[src/rtl/btb_predictor.sv]
// Direct-mapped branch target buffer with 2-bit direction counters.
// Define BTB_STATS_EN to add lookup/update/mispredict statistics ports.
module btb_predictor #(
  parameter int PC_W     = 16,
  parameter int IDX_W    = 4,
  parameter int TAG_W    = 12,
  parameter int CTR_INIT = 1
) (
  input  logic            clk,
  input  logic            Rst,
  input  logic [PC_W-1:0] lookup_pc,
  output logic            pred_hit,
  output logic            pred_taken,
  output logic [PC_W-1:0] pred_target,
  input  logic            upd_valid,
  input  logic [PC_W-1:0] upd_pc,
  input  logic            upd_taken,
  input  logic [PC_W-1:0] upd_target,
  input  logic            upd_mispredict,
  input  logic            flush_all
`ifdef BTB_STATS_EN
  ,
  output logic [31:0]     stat_lookups,
  output logic [31:0]     stat_updates,
  output logic [31:0]     stat_mispredicts
`endif
);

  localparam int ENTRIES = 2 ** IDX_W;
  localparam logic [1:0] CTR_RST = 2'(CTR_INIT);

  logic              v_q   [ENTRIES];
  logic [TAG_W-1:0]  tag_q [ENTRIES];
  logic [PC_W-1:0]   tgt_q [ENTRIES];
  logic [1:0]        ctr_q [ENTRIES];

  logic [IDX_W-1:0]  l_idx;
  logic [TAG_W-1:0]  l_tag;
  logic [IDX_W-1:0]  u_idx;
  logic [TAG_W-1:0]  u_tag;
  logic              u_hit;
  logic [1:0]        u_ctr;

  assign l_idx = lookup_pc[IDX_W-1:0];
  assign l_tag = lookup_pc[IDX_W+TAG_W-1:IDX_W];
  assign u_idx = upd_pc[IDX_W-1:0];
  assign u_tag = upd_pc[IDX_W+TAG_W-1:IDX_W];

  // Lookup sees only pre-edge contents; no bypass from a same-cycle update.
  always_comb begin
    pred_hit    = v_q[l_idx] && (tag_q[l_idx] == l_tag);
    pred_taken  = pred_hit && ctr_q[l_idx][1];
    pred_target = pred_taken ? tgt_q[l_idx]
                             : lookup_pc + PC_W'(1);
  end

  always_comb begin
    u_hit = v_q[u_idx] && (tag_q[u_idx] == u_tag);
    u_ctr = ctr_q[u_idx];
    if (upd_taken) begin
      if (u_ctr != 2'd3) u_ctr = u_ctr + 2'd1;
    end else begin
      if (u_ctr != 2'd0) u_ctr = u_ctr - 2'd1;
    end
  end

  always_ff @(posedge clk) begin
    if (!Rst) begin
      for (int i = 0; i < ENTRIES; i++) begin
        v_q[i]   <= 1'b0;
        tag_q[i] <= '0;
        tgt_q[i] <= '0;
        ctr_q[i] <= CTR_RST;
      end
    end else if (flush_all) begin
      for (int i = 0; i < ENTRIES; i++) v_q[i] <= 1'b0;
    end else if (upd_valid) begin
      if (u_hit) begin
        ctr_q[u_idx] <= u_ctr;
        if (upd_taken) tgt_q[u_idx] <= upd_target;
      end else if (upd_taken) begin
        // Allocation evicts any occupant and starts weakly taken.
        v_q[u_idx]   <= 1'b1;
        tag_q[u_idx] <= u_tag;
        tgt_q[u_idx] <= upd_target;
        ctr_q[u_idx] <= 2'd2;
      end
    end
  end

`ifdef BTB_STATS_EN
  always_ff @(posedge clk) begin
    if (!Rst) begin
      stat_lookups     <= '0;
      stat_updates     <= '0;
      stat_mispredicts <= '0;
    end else begin
      stat_lookups <= stat_lookups + 32'd1;
      if (upd_valid && !flush_all) begin
        stat_updates <= stat_updates + 32'd1;
        if (upd_mispredict)
          stat_mispredicts <= stat_mispredicts + 32'd1;
      end
    end
  end
`endif

  logic unused_bits;
  assign unused_bits = ^{upd_pc, upd_mispredict};

endmodule

[config.mk]
export PLATFORM = sky130hd
export DESIGN_NAME = btb_predictor
export DESIGN_NICKNAME = d
export VERILOG_FILES = /design/src/rtl/btb_predictor.sv
export SDC_FILE = /design/constraint.sdc
export NUM_CORES = 1
export LEC_CHECK = 0
export CORE_MARGIN = 2
export CORE_UTILIZATION = 65
export DETAILED_ROUTE_END_ITERATION = 10
export DONT_BUFFER_PORTS = 1
export PLACE_DENSITY = 0.89
export RECOVER_POWER = 25
export SYNTH_ARGS = -nofsm -noshare
export SYNTH_HDL_FRONTEND = slang
export SYNTH_SLANG_ARGS = --single-unit
export TNS_END_PERCENT = 10
[constraint.sdc]
create_clock -name clk -period 11.47 [get_ports clk]
set_input_delay 3.441 -clock clk [delete_from_list [all_inputs] [get_ports clk]]
set_output_delay 3.441 -clock clk [all_outputs]
set_load 0.1 [all_outputs]
==> impl_metrics.py, run 1 <==
metrics = {
    "route": {
        "highest_layer": "met5",
        "vias_per_cell": 7.36,
        "post_drt_wl_per_cell_um": 31.1,
        "wl_met3_mm": 11.6,
        "routed-via-count": 16600,
        "drt_wl_total_mm": 70.3,
        "drtPass1Iterations": 5,
        "ant_nets": 0,
        "drc": 0,
        "drtIter0Drc": 2958,
        "wl_met1_mm": 22.6,
        "wl_met2_mm": 32.9,
    },
    "pwr": {
        "power.internal_mw": 3.11,
        "p_leak_nw": 9.13,
        "p_total_mw": 4.03,
        "combPwrFrac_pct": 9.0,
        "pwr-share-clk_pct": 38.4,
        "ir_drop_uv": 132,
        "swShare_pct": 22.8,
        "p_per_area_nw_per_um2": 149,
        "seq_power_share_pct": 52.5,
        "p_sw_uw": 919,
    },
    "sta": {
        "setup-violations-final": 0,
        "period_minus_slack_ns": 10.34,
        "slew_headroom_pct": -0.475,
        "skew_ns": 0.0203,
        "worst_slew_pin_slew_ns": 1.50,
        "rsz0062_at_grt": "false",
        "post-route-period-util_pct": 90.1,
        "hold_violations": 0,
        "slew_violations": 17,
        "timing.hold.ws_ns": 0.486,
        "setup_tns_ns": 0,
        "fin_ws_ns": 1.13,
        "clock.fmax_ghz": 0.0967,
    },
    "global_route": {
        "grt_pass1_vias": 16800,
        "grt_max_degree": 138,
        "globalRouteTotalUtil_pct": 35.0,
        "grt_pass1_wl_mm": 104,
        "antenna_found_initial": 3,
        "grt-ovfl-total": 0,
    },
    "yosys": {
        "synthDistinctLibCells": 58,
        "synth_fp_nets": 1824,
        "synth_top_area_share_pct": 56.8,
        "synth_top_family_by_area": "multiplexers",
        "ys.flop_type": "edfxtp_1",
        "synth_compound_area_share_pct": 4.61,
        "syn_area_per_cell_sq_um": 14.3,
        "syn_area_sq_um": 25400,
        "synth.most_common_cell": "edfxtp_1",
        "synthAdderAreaFrac_pct": 0.0888,
        "syn_inst": 1769,
        "yosys_warnings": 0,
        "netlist_top_cells_area": "edfxtp_1, mux4_2, and2_1, nor2_1, mux2i_1",
        "ys_seq_elements": 496,
        "ys_async_sr_fraction_pct": 0,
        "synth-xor-area-share_pct": 1.59,
        "yosys.area.top_type": "edfxtp_1",
        "seq_area_frac_synth_pct": 58.1,
        "yosys.area_share.simple_pct": 13.4,
        "ys_top_cells_by_count": "edfxtp_1, and2_1, nor2_1, mux4_2, clkbuf_1",
        "synth_edf_count": 480,
        "synthMuxAreaShare_pct": 19.2,
    },
    "floorplanning": {
        "die_h_um": 202,
        "io_pins": 72,
        "rows": 72,
        "core_sq_um": 38600,
        "start_util_pct": 65.8,
        "die_area_sq_um": 40600,
        "die_x_um": 202,
    },
    "placement": {
        "io_buffers": 0,
        "hpwl_mm": 42.5,
        "globalplace.congestion": 0.917,
        "dp.cells": 2172,
        "place_area_sq_um": 25600,
        "post-place-ws_ns": 1.21,
    },
    "final_layout": {
        "ff_latch_area_sq_um": 14700,
        "synthToLayoutAreaGrowth_pct": 6.63,
        "nFillCells": 2392,
        "final_cells": 2263,
        "drive_gt1_share_pct": 17.2,
        "multi_input_area_sq_um": 9900,
        "final_area_sq_um": 27000,
        "final_util_pct": 70.1,
        "nets": 1759,
    },
    "cts": {
        "cts-root-buf": "clkbuf_16",
        "cts-htree-levels": 2,
        "post_cts_buffers": 0,
        "cts_hold_buf": 0,
        "cts_made_buffers": 48,
        "ctsResizeCount": 0,
        "clock_latency_ns": 0.58,
        "cts_sinks": 496,
        "path_clk_slew_ns": 0.06,
        "cts_tree": "built",
        "ctsLongestPathBuffers": 3,
    },
    "worst_setup_path": {
        "start_kind": "input pin",
        "critPathRequiredTime_ns": 8.03,
        "crit_path_max_fanout": 110,
        "path_cells": "nor2b_1 -> a22oi_1 -> nand3b_1 -> nor4b_1 -> o211ai_1 -> nor4_4 -> buf_4 -> and2_2 -> mux2_2",
        "crit_arrival_ns": 6.90,
        "slowest_stage": "mux2_2",
        "worstSetupPathType": "input pin to output pin",
        "crit_path_end_kind": "output pin",
        "slowest_delay_ns": 0.65,
    },
    "run_status": {
        "status": "finished, violations left",
        "violations": "capacitance limit, slew limit",
    },
    "job": {
        "cap_violations": 1,
    },
    "worst_hold_path": {
        "hold_class": "flip-flop to flip-flop",
    },
}
## kinds of logic after synthesis
family / Yosys count
xor+xnor: 46
flops: 496
fa+ha+maj: 2
buf+inv: 156
mux: 265
simple gates: 660
compound gates: 144
## final timing paths
check / from / to / slack (ns) / cells past startpoint
worst min-delay path: v_q[9]$_DFF_P_ / v_q[9]$_DFF_P_ / 0.49 / 1
worst max register to register: tag_q[3][3]$_SDFFCE_PN0P_ / ctr_q[12][0]$_SDFFCE_PN1P_ / 6.99 / 9
worst min register to register: v_q[9]$_DFF_P_ / v_q[9]$_DFF_P_ / 0.49 / 1
worst max-delay path: lookup_pc[0] / pred_target[4] / 1.13 / 9
## sequential cells by signal, summed over array words and instances (netlist names)
signal and cells:
ctr_q 32, v_q 16, tag_q 192, tgt_q 256
## critical path, delay by kind of cell
| family | cells | cell delay [ns] |
|---|---|---|
| mux | 1 | 0.65 |
| compound gates | 2 | 0.49 |
| buf+inv | 1 | 0.24 |
| simple gates | 5 | 2.02 |
## cell type report
| cell class | count | share of cell area (%) |
|---|---|---|
| Timing Repair Buffer | 38 | 0.893 |
| Inverter | 3 | 0.0417 |
| Tap cell | 518 | 2.40 |
| Antenna cell | 3 | 0.0278 |
| Clock inverter | 19 | 0.801 |
| Sequential cell | 496 | 54.5 |
| Clock buffer | 69 | 4.73 |
| Multi-Input combinational cell | 1117 | 36.6 |
## routing by layer
metal	vias to the layer above	GRT usage [%]
met5	-	0
met1	8153	45.7
met2	1666	54.5
met4	4	15.3
met3	291	11.7
li1	6534	-
## power groups by stage
stage / Sequential [mW] / Combinational [mW] / Clock, mW
detailed placement: 2.15 / 0.352 / 0
finish: 2.11 / 0.364 / 1.55
floorplan: 2.13 / 0.316 / 0
CTS: 2.11 / 0.356 / 1.53
global placement: 2.14 / 0.343 / 0
global route: 2.12 / 0.375 / 1.60
## cell usage in the layout (no fill, tap or decap), types with 11 or more instances in the layout
| master | instances |
|---|---|
| buf_4 | 20 |
| a21o_1 | 31 |
| dfxtp_1 | 16 |
| xnor2_1 | 31 |
| nor2b_1 | 11 |
| mux2_2 | 15 |
| and2_1 | 87 |
| a31o_1 | 12 |
| mux4_2 | 175 |
| clkbuf_16 | 48 |
| o21ai_1 | 24 |
| nand3_1 | 23 |
| xor2_1 | 15 |
| and2_0 | 175 |
| mux2i_1 | 74 |
| nand2_1 | 57 |
| edfxtp_1 | 480 |
| nor2_1 | 249 |
| clkbuf_1 | 38 |
| a22oi_1 | 16 |
Note: power is estimated with default switching activity, not from simulation.
==> run 2: changes to the inputs <==
CAP_MARGIN = 10   (was unset)
==> run 2 against run 1 <==
The flow now finishes without violations. Clock skew rose by 0.0010 ns. Total power barely moved. Cell count did not move. Setup slack got worse by 0.031 ns. Non-clock buffer count rose by 1. Combinational power barely moved. First-iteration DRC count fell by 0.44%. Register-to-register slack improved by 0.18 ns. Design area barely moved. Clock power barely moved. Critical path type unchanged. Critical endpoint unchanged. Highest routed layer unchanged.
==> impl_metrics.py, run 2 (synthesis gave the netlist of run 1 again) <==
metrics = {
    "run_status": {
        "status": "finished, final reports clean",
    },
    "pwr": {
        "p_leak_nw": 9.13,
        "p_per_area_nw_per_um2": 149,
        "ir_drop_uv": 132,
    },
    "placement": {
        "io_buffers": 0,
        "hpwl_mm": 42.5,
        "post-place-ws_ns": 1.21,
        "globalplace.congestion": 0.917,
    },
    "cts": {
        "path_clk_slew_ns": 0.06,
        "cts_hold_buf": 0,
        "cts-htree-levels": 2,
        "cts-root-buf": "clkbuf_16",
        "cts_sinks": 496,
        "cts_tree": "built",
        "ctsResizeCount": 0,
        "cts_made_buffers": 48,
        "ctsLongestPathBuffers": 3,
        "post_cts_buffers": 0,
        "clock_latency_ns": 0.58,
    },
    "sta": {
        "setup-violations-final": 0,
        "timing.hold.ws_ns": 0.488,
        "period_minus_slack_ns": 10.37,
        "setup_tns_ns": 0,
        "fin_ws_ns": 1.10,
        "skew_ns": 0.0213,
        "post-route-period-util_pct": 90.4,
        "clock.fmax_ghz": 0.0965,
        "hold_violations": 0,
        "worst_slew_pin_slew_ns": 1.29,
        "slew_violations": 0,
        "slew_headroom_pct": 13.9,
        "rsz0062_at_grt": "false",
    },
    "floorplanning": {
        "core_sq_um": 38600,
        "die_h_um": 202,
        "die_x_um": 202,
        "io_pins": 72,
        "start_util_pct": 65.8,
        "rows": 72,
        "die_area_sq_um": 40600,
    },
    "route": {
        "vias_per_cell": 7.37,
        "drc": 0,
        "drtIter0Drc": 2945,
        "drtPass1Iterations": 6,
        "drt_wl_total_mm": 70.2,
        "routed-via-count": 16700,
        "ant_nets": 0,
        "post_drt_wl_per_cell_um": 31.0,
    },
    "worst_setup_path": {
        "r2r-end": "ctr_q[14][0]$_SDFFCE_PN1P_",
        "worstSetupStartpoint": "lookup_pc[0]",
        "slowest_delay_ns": 0.65,
        "critPathRequiredTime_ns": 8.03,
        "crit_path_end_kind": "output pin",
        "slowest_stage": "mux2_2",
        "crit_arrival_ns": 6.93,
        "worstSetupPathType": "input pin to output pin",
        "r2r_start": "tag_q[3][3]$_SDFFCE_PN0P_",
        "crit_path_max_fanout": 110,
        "cp-endpoint": "pred_target[4]",
        "reg2reg_setup_slack_ns": 7.17,
        "path_cells": "nor2b_1 -> a22oi_1 -> nand3b_1 -> nor4b_1 -> o211ai_1 -> nor4_4 -> buf_4 -> and2_2 -> mux2_2",
        "ff2ff_path_depth": 9,
        "start_kind": "input pin",
    },
    "global_route": {
        "antenna_found_initial": 3,
        "grt_pass1_vias": 16800,
        "grt_pass1_wl_mm": 104,
        "grt-ovfl-total": 0,
        "globalRouteTotalUtil_pct": 35.0,
        "grt_max_degree": 138,
    },
    "final_layout": {
        "final_common_cell": "edfxtp_1",
        "layout_common_cells": "edfxtp_1, nor2_1, mux4_2, and2_0, and2_1",
        "nets": 1760,
        "top_regs": "tgt_q (256), tag_q (192), ctr_q (32)",
        "regMostFlops": "tgt_q",
        "drive_gt1_share_pct": 17.2,
        "synthToLayoutAreaGrowth_pct": 6.65,
        "largest_reg_flops": 256,
    },
    "worst_hold_path": {
        "hold_class": "flip-flop to flip-flop",
    },
    "job": {
        "cap_violations": 0,
    },
}
## run 2: cell types whose count changed in the layout (fill, tap and decap cells not counted)
cell,before,now
diode_2,3,2
buf_4,20,21
## run 2: worst min path at each step
stage / start / end / slack [ns] / cells past startpoint
after floorplan: v_q[11]$_DFF_P_ / v_q[11]$_DFF_P_ / 0.44 / 2
after global placement: v_q[11]$_DFF_P_ / v_q[11]$_DFF_P_ / 0.45 / 2
after detailed placement: v_q[3]$_DFF_P_ / v_q[3]$_DFF_P_ / 0.46 / 1
after CTS: v_q[3]$_DFF_P_ / v_q[3]$_DFF_P_ / 0.48 / 1
after global routing: v_q[3]$_DFF_P_ / v_q[3]$_DFF_P_ / 0.50 / 1
final: v_q[9]$_DFF_P_ / v_q[9]$_DFF_P_ / 0.49 / 1
## run 2: metrics by stage
step	power, mW	cells	cell area, sq um	utilization, %
after floorplan	2.45	1769	25400	-
after global placement	2.48	2172	25600	66.4
after detailed placement	2.50	2172	25600	66.4
after CTS	4.00	2260	27100	70.3
after global routing	4.10	2261	27000	70.1
final	4.02	2263	27000	70.1
## run 2: power by group
part / total [mW] / internal (mW) / leakage, nW / switching [mW]
sequential: 2.11 / 2.08 / 4.70 / 0.0389
clock: 1.54 / 0.870 / 0.725 / 0.674
combinational: 0.365 / 0.161 / 3.71 / 0.204
## run 2: final cells by class
class                   count  area [sq um]
flip-flops and latches    496         14700
fillers                  2393         11500
multi-input cells        1117          9900
clock buffers              69          1280
well taps                 518           648
repair buffers             39           249
clock inverters            19           216
inverters                   3          11.3
diodes                      2          5.00
## run 2: worst max-delay path, delay by kind of cell
kind	cells	cell delay, ns
buf+inv	1	0.24
compound gates	2	0.49
simple gates	5	2.05
mux	1	0.65
## run 2: routing by layer
metal / vias to the layer above / GRT usage, % / share of wire [%]
li1: 6536 / - / -
met1: 8195 / 45.7 / 32
met2: 1639 / 54.5 / 47
met3: 295 / 11.7 / 16
met4: 4 / 15.3 / 4.6
met5: - / 0 / 0.034
